===== src/rtl/geofence_pkg.sv =====
// geofence_pkg: types and constants shared by the geofence feeder slice.
//   COORD_W        coordinate width
//   FRAME_PTS      points per frame (object + six fence vertices)
//   GF_RUN_CYCLES  length of one nominal core run in cycles
//   point_t        one {x, y} point
//   feeder_state_t read-side FSM states
package geofence_pkg;

    localparam int COORD_W       = 10;
    localparam int FRAME_PTS     = 7;
    localparam int GF_RUN_CYCLES = 26;

    // Index of the last fence vertex inside a frame.
    localparam logic [2:0] LAST_IDX = 3'd6;

    typedef struct packed {
        logic [COORD_W-1:0] x;
        logic [COORD_W-1:0] y;
    } point_t;

    typedef enum logic [1:0] {
        OBJ   = 2'd0,
        FENCE = 2'd1,
        PAD   = 2'd2,
        WAIT  = 2'd3
    } feeder_state_t;

    // Dummy runs must present all-zero coordinates to the core.
    function automatic point_t point_or_zero(input logic en, input point_t p);
        point_t r;
        if (en) begin
            r = p;
        end else begin
            r = '0;
        end
        return r;
    endfunction

endpackage


===== src/rtl/geofence_feeder_if.sv =====
// geofence_feeder_if: valid/ready point stream into the geofence feeder.
//   in_valid  upstream point valid
//   in_ready  feeder can accept a point
//   in_sop    point is frame point 0 (the object)
//   in_x/in_y point coordinates
// master = upstream point source, slave = feeder.
interface geofence_feeder_if;
    import geofence_pkg::*;

    logic               in_valid;
    logic               in_ready;
    logic               in_sop;
    logic [COORD_W-1:0] in_x;
    logic [COORD_W-1:0] in_y;

    modport master (
        output in_valid,
        output in_sop,
        output in_x,
        output in_y,
        input  in_ready
    );

    modport slave (
        input  in_valid,
        input  in_sop,
        input  in_x,
        input  in_y,
        output in_ready
    );

endinterface


===== src/rtl/geofence_frame_buf.sv =====
// geofence_frame_buf: two 7-point frame slots with full flags, write pointer
// and start-of-packet checking.
//   clk, reset           clock, asynchronous active-high reset
//   wr_valid/wr_sop/wr_point/wr_ready   incoming point handshake
//   free_valid/free_slot release a slot once its result is consumed
//   rd_slot/rd_idx       read address, rd_point is the stored point
//   rd_full              full flag of rd_slot
//   err_seq              sticky flag for a broken sop sequence
module geofence_frame_buf
    import geofence_pkg::*;
(
    input  logic       clk,
    input  logic       reset,
    input  logic       wr_valid,
    input  logic       wr_sop,
    input  point_t     wr_point,
    output logic       wr_ready,
    input  logic       free_valid,
    input  logic       free_slot,
    input  logic       rd_slot,
    input  logic [2:0] rd_idx,
    output point_t     rd_point,
    output logic       rd_full,
    output logic       err_seq
);

    point_t     slot_r [0:1][0:FRAME_PTS-1];
    logic [1:0] full_r;
    logic       wr_slot_r;
    logic [2:0] wr_idx_r;
    logic       err_seq_r;

    logic       accept_s;
    logic       drop_s;
    logic       restart_s;
    logic       store_s;
    logic       done_s;
    logic [2:0] wr_pos_s;
    logic [2:0] wr_idx_s;

    // Ready depends on registered state only, never on wr_valid.
    assign wr_ready = ~full_r[wr_slot_r];
    assign rd_full  = full_r[rd_slot];
    assign err_seq  = err_seq_r;

    // Classify an accepted point: drop, restart the frame, or store in place.
    always_comb begin
        accept_s  = wr_valid & wr_ready;
        drop_s    = 1'b0;
        restart_s = 1'b0;
        if (accept_s && !wr_sop && (wr_idx_r == 3'd0)) begin
            drop_s = 1'b1;
        end else if (accept_s && wr_sop && (wr_idx_r != 3'd0)) begin
            restart_s = 1'b1;
        end else begin
            drop_s    = 1'b0;
            restart_s = 1'b0;
        end
        store_s  = accept_s & ~drop_s;
        // A misplaced sop throws the partial frame away and starts over at 0.
        wr_pos_s = restart_s ? 3'd0 : wr_idx_r;
        done_s   = store_s & (wr_pos_s == LAST_IDX);
        wr_idx_s = done_s ? 3'd0 : (wr_pos_s + 3'd1);
    end

    // Read port mux; indices past the frame read as zero.
    always_comb begin
        if (rd_idx <= LAST_IDX) begin
            rd_point = slot_r[rd_slot][rd_idx];
        end else begin
            rd_point = '0;
        end
    end

    // Slot storage, full flags, write pointer and sequence error.
    always_ff @(posedge clk or posedge reset) begin
        if (reset) begin
            for (int s = 0; s < 2; s++) begin
                for (int p = 0; p < FRAME_PTS; p++) begin
                    slot_r[s][p] <= '0;
                end
            end
            full_r    <= 2'b00;
            wr_slot_r <= 1'b0;
            wr_idx_r  <= 3'd0;
            err_seq_r <= 1'b0;
        end else begin
            if (store_s) begin
                slot_r[wr_slot_r][wr_pos_s] <= wr_point;
                wr_idx_r                    <= wr_idx_s;
            end
            // The freed slot is always the other one when a write completes,
            // so both updates can land in the same cycle.
            if (free_valid) begin
                full_r[free_slot] <= 1'b0;
            end
            if (done_s) begin
                full_r[wr_slot_r] <= 1'b1;
                wr_slot_r         <= ~wr_slot_r;
            end
            if (drop_s || restart_s) begin
                err_seq_r <= 1'b1;
            end
        end
    end

endmodule


===== src/rtl/geofence_feeder.sv =====
// geofence_feeder: gathers 7-point frames from a valid/ready stream and
// replays them to the geofence core at its fixed, non-stallable cadence
// (object cycle, six fence cycles, pad, then wait for the result).
//   clk, reset        clock, asynchronous active-high reset
//   in_if             point stream (slave side)
//   X, Y              coordinates presented to the core
//   gf_valid/gf_inside core result pulse and verdict
//   res_valid/res_inside/res_tag  result of a live frame, one cycle after gf_valid
//   err_seq           sticky: bad sop sequence seen
//   err_timeout       sticky: core result never arrived during WAIT
module geofence_feeder
    import geofence_pkg::*;
#(
    parameter int TIMEOUT = 40,
    parameter int TAG_W   = 8
) (
    input  logic               clk,
    input  logic               reset,
    geofence_feeder_if.slave   in_if,
    output logic [COORD_W-1:0] X,
    output logic [COORD_W-1:0] Y,
    input  logic               gf_valid,
    input  logic               gf_inside,
    output logic               res_valid,
    output logic               res_inside,
    output logic [TAG_W-1:0]   res_tag,
    output logic               err_seq,
    output logic               err_timeout
);

    localparam int                WCNT_W    = (TIMEOUT > 1) ? $clog2(TIMEOUT) : 1;
    localparam logic [WCNT_W-1:0] WCNT_LAST = WCNT_W'(TIMEOUT - 1);
    localparam logic [WCNT_W-1:0] WCNT_ONE  = WCNT_W'(1);
    localparam logic [TAG_W-1:0]  TAG_ONE   = TAG_W'(1);

    feeder_state_t     state_r;
    feeder_state_t     state_s;
    logic [2:0]        idx_r;
    logic [2:0]        idx_s;
    logic              live_r;
    logic              live_s;
    logic [WCNT_W-1:0] wcnt_r;
    logic [WCNT_W-1:0] wcnt_s;
    logic              rd_slot_r;
    logic [TAG_W-1:0]  rd_tag_r;
    logic              res_valid_r;
    logic              res_inside_r;
    logic [TAG_W-1:0]  res_tag_r;
    logic              err_timeout_r;

    logic [2:0]        rd_idx_s;
    logic              feed_s;
    logic              done_s;
    logic              timeout_s;
    logic              free_s;
    logic              wr_ready_s;
    logic              rd_full_s;
    point_t            wr_point_s;
    point_t            rd_point_s;
    point_t            feed_point_s;

    assign wr_point_s     = {in_if.in_x, in_if.in_y};
    assign in_if.in_ready = wr_ready_s;
    // A slot is only released by a result that belongs to a real frame.
    assign free_s         = done_s & live_r;

    assign res_valid   = res_valid_r;
    assign res_inside  = res_inside_r;
    assign res_tag     = res_tag_r;
    assign err_timeout = err_timeout_r;

    geofence_frame_buf u_buf (
        .clk        (clk),
        .reset      (reset),
        .wr_valid   (in_if.in_valid),
        .wr_sop     (in_if.in_sop),
        .wr_point   (wr_point_s),
        .wr_ready   (wr_ready_s),
        .free_valid (free_s),
        .free_slot  (rd_slot_r),
        .rd_slot    (rd_slot_r),
        .rd_idx     (rd_idx_s),
        .rd_point   (rd_point_s),
        .rd_full    (rd_full_s),
        .err_seq    (err_seq)
    );

    // Read FSM next state plus the read address and feed enable for X/Y.
    always_comb begin
        state_s   = state_r;
        idx_s     = idx_r;
        live_s    = live_r;
        wcnt_s    = wcnt_r;
        rd_idx_s  = 3'd0;
        feed_s    = 1'b0;
        done_s    = 1'b0;
        timeout_s = 1'b0;
        case (state_r)
            OBJ: begin
                // The run is live only if a complete frame is waiting now.
                live_s  = rd_full_s;
                feed_s  = rd_full_s;
                idx_s   = 3'd1;
                state_s = FENCE;
            end
            FENCE: begin
                rd_idx_s = idx_r;
                feed_s   = live_r;
                if (idx_r == LAST_IDX) begin
                    state_s = PAD;
                end else begin
                    idx_s = idx_r + 3'd1;
                end
            end
            PAD: begin
                wcnt_s  = '0;
                state_s = WAIT;
            end
            WAIT: begin
                if (gf_valid) begin
                    done_s  = 1'b1;
                    state_s = OBJ;
                end else if (wcnt_r == WCNT_LAST) begin
                    // Resync; the slot stays full so a live frame is fed again.
                    timeout_s = 1'b1;
                    state_s   = OBJ;
                end else begin
                    wcnt_s = wcnt_r + WCNT_ONE;
                end
            end
            default: begin
                state_s = OBJ;
            end
        endcase
    end

    // Core coordinate mux; zeros whenever the run carries no frame.
    always_comb begin
        feed_point_s = point_or_zero(feed_s, rd_point_s);
        X            = feed_point_s.x;
        Y            = feed_point_s.y;
    end

    // FSM state, fence index, live flag and WAIT counter.
    always_ff @(posedge clk or posedge reset) begin
        if (reset) begin
            state_r <= OBJ;
            idx_r   <= 3'd0;
            live_r  <= 1'b0;
            wcnt_r  <= '0;
        end else begin
            state_r <= state_s;
            idx_r   <= idx_s;
            live_r  <= live_s;
            wcnt_r  <= wcnt_s;
        end
    end

    // Read pointer, tag counter, result register and timeout flag.
    always_ff @(posedge clk or posedge reset) begin
        if (reset) begin
            rd_slot_r     <= 1'b0;
            rd_tag_r      <= '0;
            res_valid_r   <= 1'b0;
            res_inside_r  <= 1'b0;
            res_tag_r     <= '0;
            err_timeout_r <= 1'b0;
        end else begin
            res_valid_r <= free_s;
            if (free_s) begin
                res_inside_r <= gf_inside;
                res_tag_r    <= rd_tag_r;
                rd_slot_r    <= ~rd_slot_r;
                rd_tag_r     <= rd_tag_r + TAG_ONE;
            end
            if (timeout_s) begin
                err_timeout_r <= 1'b1;
            end
        end
    end

endmodule


===== src/flat_wrapper.sv =====
// flat-port wrapper written by rule: the top's interface ports become plain ports
module geofence_feeder_flat import geofence_pkg::*;
#(
    parameter int TIMEOUT = 40,
    parameter int TAG_W   = 8
)
  (clk, reset, X, Y, gf_valid, gf_inside, res_valid, res_inside, res_tag, err_seq, err_timeout, in_if_in_valid, in_if_in_sop, in_if_in_x, in_if_in_y, in_if_in_ready);
  geofence_feeder_if in_if_i ();
  input  logic clk;
  input  logic reset;
  output logic [COORD_W-1:0] X;
  output logic [COORD_W-1:0] Y;
  input  logic gf_valid;
  input  logic gf_inside;
  output logic res_valid;
  output logic res_inside;
  output logic [TAG_W-1:0] res_tag;
  output logic err_seq;
  output logic err_timeout;
  input wire logic [$bits(in_if_i.in_valid)-1:0] in_if_in_valid;
  input wire logic [$bits(in_if_i.in_sop)-1:0] in_if_in_sop;
  input wire logic [$bits(in_if_i.in_x)-1:0] in_if_in_x;
  input wire logic [$bits(in_if_i.in_y)-1:0] in_if_in_y;
  output wire logic [$bits(in_if_i.in_ready)-1:0] in_if_in_ready;
  assign in_if_i.in_valid = in_if_in_valid;
  assign in_if_i.in_sop = in_if_in_sop;
  assign in_if_i.in_x = in_if_in_x;
  assign in_if_i.in_y = in_if_in_y;
  assign in_if_in_ready = in_if_i.in_ready;
  geofence_feeder #(.TIMEOUT(TIMEOUT), .TAG_W(TAG_W)) u_core (.clk(clk), .reset(reset), .in_if(in_if_i), .X(X), .Y(Y), .gf_valid(gf_valid), .gf_inside(gf_inside), .res_valid(res_valid), .res_inside(res_inside), .res_tag(res_tag), .err_seq(err_seq), .err_timeout(err_timeout));
endmodule

===== config.mk =====
export PLATFORM = sky130hd
export DESIGN_NAME = geofence_feeder_flat
export DESIGN_NICKNAME = d
export VERILOG_FILES = /design/src/rtl/geofence_pkg.sv /design/src/rtl/geofence_feeder_if.sv /design/src/rtl/geofence_frame_buf.sv /design/src/rtl/geofence_feeder.sv /design/src/flat_wrapper.sv
export SDC_FILE = /design/constraint.sdc
export NUM_CORES = 1
export LEC_CHECK = 0
export ABC_AREA = 1
export CORE_MARGIN = 2
export CORE_UTILIZATION = 55
export DETAILED_ROUTE_END_ITERATION = 16
export GPL_TIMING_DRIVEN = 0
export PLACE_DENSITY = 0.75
export SYNTH_ARGS = -nofsm -noshare
export SYNTH_HDL_FRONTEND = slang
export SYNTH_SLANG_ARGS = --single-unit

===== constraint.sdc =====
create_clock -name clk -period 18.45 [get_ports clk]
set_input_delay 3.69 -clock clk [delete_from_list [all_inputs] [get_ports clk]]
set_output_delay 3.69 -clock clk [all_outputs]
set_load 0.05 [all_outputs]

==> impl_metrics.py <==
metrics = {
    "setup_path": {
        "worstPathMaxFanout": 10,
        "setup.worst_path.class": "register to output port",
        "reg2reg_depth": 10,
        "endpoint_kind": "output port",
        "crit_path_start_kind": "register",
        "path_delay_family": "buffers and inverters",
        "path_buf_inv": 4,
        "path_depth": 10,
        "crit_required_ns": 14.76,
        "cp_slowest_cell": "clkdlybuf4s50_1",
        "max_stage_delay_ns": 0.87,
        "cp.arrival_ns": 4.35,
        "path_cells": "inv_1 > ha_1 > clkbuf_1 > nand2_1 > nor2_1 > a22oi_1 > clkbuf_1 > nand2_1 > a21oi_1 > clkdlybuf4s50_1",
    },
    "route": {
        "drtAntennaViolNets": 0,
        "wl_per_cell_um": 19.14,
        "via_per_inst": 5.706,
        "num_vias": 14600,
        "drtIter0Drc": 1613,
        "drc": 0,
        "totalWireLength_um": 48960,
        "drtPass1Iterations": 6,
    },
    "place": {
        "place_ws_ns": 11.09,
        "io_buffers": 58,
        "gp_congestion": 0.9664,
        "post-dp-hpwl_um": 34070,
    },
    "timing": {
        "hold_slack_ns": 0.4688,
        "hold_viol_final": 0,
        "rsz0062_at_grt": "false",
        "finClkSkew_ns": 0.01394,
        "fin_crit_ns": 8.042,
        "layout_setup_ws_ns": 10.41,
        "fin_tns_setup_ns": 0,
        "finalCritPeriodShare": 0.4359,
        "finalSetupViolations": 0,
        "tightestPinTransition_ns": 0.9991,
        "fmax_mhz": 124.4,
        "slew_viol_final": 0,
        "relSlewSlack": 0.3340,
    },
    "power": {
        "power_switching_mw": 0.9832,
        "finalPower_mw": 2.632,
        "combPwrFrac": 0.314,
        "p_int_mw": 1.649,
        "power_frac_seq": 0.405,
        "clockPowerShare": 0.281,
        "cellLeakagePower_nw": 8.934,
        "vdd_drop_max_uv": 88.13,
        "power_density_mw_per_mm2": 147.0,
        "switching_share": 0.3736,
    },
    "logic_synthesis": {
        "synth_top_area_frac": 0.5128,
        "synth_top_cell_by_area": "dfrtp_1",
        "ys_ff_latch": 319,
        "async_flop_share": 1.000,
        "ys_seq_area_frac": 0.5128,
        "synthesis.area_mm2": 0.01557,
        "ys_types": 32,
        "syn_avg_cell_area_um2": 7.564,
        "syn_nets": 2092,
        "ys_warn_count": 0,
        "synth_edf_count": 0,
        "syn_inst": 2058,
        "synth_area_leaders": "dfrtp_1 51%, nand2_1 20%, o21ai_0 9.4%",
        "synthFlopType": "dfrtp_1",
    },
    "run_status": {
        "outcome": "finished clean",
    },
    "cts": {
        "cts_tree": "done",
        "htreeDepth": 2,
        "numClockSinks": 319,
        "ctsResizeCount": 0,
        "cts_buffer_depth": 3,
        "cts_hold_buf": 0,
        "cts_buffers": 35,
        "root_buffer": "clkbuf_16",
        "clkTransAtPathRegs_ns": 0.06,
        "postCtsSetupBuffers": 0,
        "clock_latency_ns": 0.53,
    },
    "min_path": {
        "hp-class": "register to register",
        "hold_depth": 2,
    },
    "finish": {
        "mostFrequentLayoutCells": "850 x nand2_1, 319 x dfrtp_1, 292 x o21ai_0",
        "area.growth.synth_to_final_pct": 15.03,
        "final_nets": 2189,
        "drive_gt1_frac": 0.06104,
        "final_common_cell": "nand2_1",
    },
    "floorplanning": {
        "die_x_um": 172.2,
        "fp.coreArea_mm2": 0.02786,
        "initial_core_util": 0.5588,
        "io_pins": 59,
        "die_height_um": 172.2,
        "rows": 61,
        "die-area_mm2": 0.02966,
    },
    "job": {
        "maxCapViolCount": 0,
    },
    "global_routing": {
        "track_usage": 0.3430,
        "grt_pass1_vias": 13980,
        "grt_max_degree": 126,
        "grt_pass1_wl_um": 76470,
        "grt-ovfl-total": 0,
        "antenna_found_initial": 2,
    },
}
==> synthesized netlist by cell type, drive strengths merged (5+ instances only) <==
master / number
nand3: 116
nand2: 854
ha: 8
inv: 151
o21ai: 341
nor3: 5
o211ai: 21
buf: 60
xor2: 9
nand4: 6
clkbuf: 91
nor2: 27
a21oi: 43
dfrtp: 319
==> kinds of logic (layout without fill, tap and decap cells) <==
kind of cell / count (synthesis) / in the layout / synth area share
compound gates: 409 / 409 / 0.1354
xor+xnor: 9 / 9 / 0.005064
fa+ha+maj: 8 / 8 / 0.006431
buf+inv: 303 / 424 / 0.08191
flops: 319 / 319 / 0.5128
other cells: 0 / 1 / 0
simple gates: 1010 / 1010 / 0.2584
==> layer usage <==
| layer | vias to the layer above | wire [um] | share of wire | track usage |
|---|---|---|---|---|
| met2 | 714 | 22320 | 0.46 | 0.5448 |
| met5 | - | 13 | 0.00027 | 0 |
| li1 | 6716 | - | - | - |
| met1 | 6977 | 19340 | 0.40 | 0.4437 |
| met4 | 2 | 2748 | 0.056 | 0.1768 |
| met3 | 186 | 4538 | 0.093 | 0.07668 |
==> flip-flops by register name, summed over array words and instances (netlist names), 2 cells and up <==
| signal | cells |
|---|---|
| u_core.u_buf.wr_idx_r | 3 |
| u_core.wcnt_r | 6 |
| u_core.u_buf.full_r | 2 |
| u_core.res_tag | 8 |
| u_core.state_r | 2 |
| u_core.rd_tag_r | 8 |
| u_core.idx_r | 3 |
| u_core.u_buf.slot_r | 280 |
==> power by group through the flow <==
stage                     logic [mW]  registers (mW)  clock network, mW
after CTS                      0.805            1.06              0.743
after global placement         0.773            1.07                  0
after detailed placement       0.800            1.07                  0
final                          0.827            1.07              0.740
after floorplan                0.542            1.05                  0
after global routing           0.921            1.09              0.775
==> layout make-up <==
| type | instances | area [um^2] |
|---|---|---|
| sequential | 319 | 7983 |
| fill | 2455 | 9952 |
| antenna | 1 | 2.502 |
| tap | 378 | 473.0 |
| timing repair buffer | 60 | 635.6 |
| inverter | 152 | 580.6 |
| clock inverter | 10 | 132.6 |
| buffer | 151 | 701.9 |
| clock buffer | 51 | 1089 |
| multi-input combinational | 1436 | 6309 |
==> tightest hold or removal path, stage by stage (launching register included) <==
cell and delay [ns]:
dfrtp_1 0.34, nand2_1 0.05, nand2_1 0.05
==> through the flow <==
stage,instance area [um^2],instances,utilization
3_3_place_gp,16620,2494,0.5966
3_5_place_dp,16680,2496,0.5988
6_report,17910,2558,0.6428
4_1_cts,17900,2557,0.6427
5_1_grt,17900,2557,0.6427
2_1_floorplan,15570,2058,-
==> worst paths after layout <==
kind	start	to	slack [ns]
worst max-delay path	u_core.state_r[1]	X[8]	10.41
worst min-delay path	u_core.u_buf.slot_r[11]	u_core.u_buf.slot_r[11]	0.47
worst max register to register	u_core.u_buf.wr_slot_r	u_core.u_buf.slot_r[70]	16.17
worst min register to register	u_core.u_buf.slot_r[11]	u_core.u_buf.slot_r[11]	0.47
max in group asynchronous	reset	u_core.u_buf.slot_r[200]	13.64
min in group asynchronous	reset	u_core.u_buf.slot_r[260]	3.69
Power figures use the tool's default switching activity.
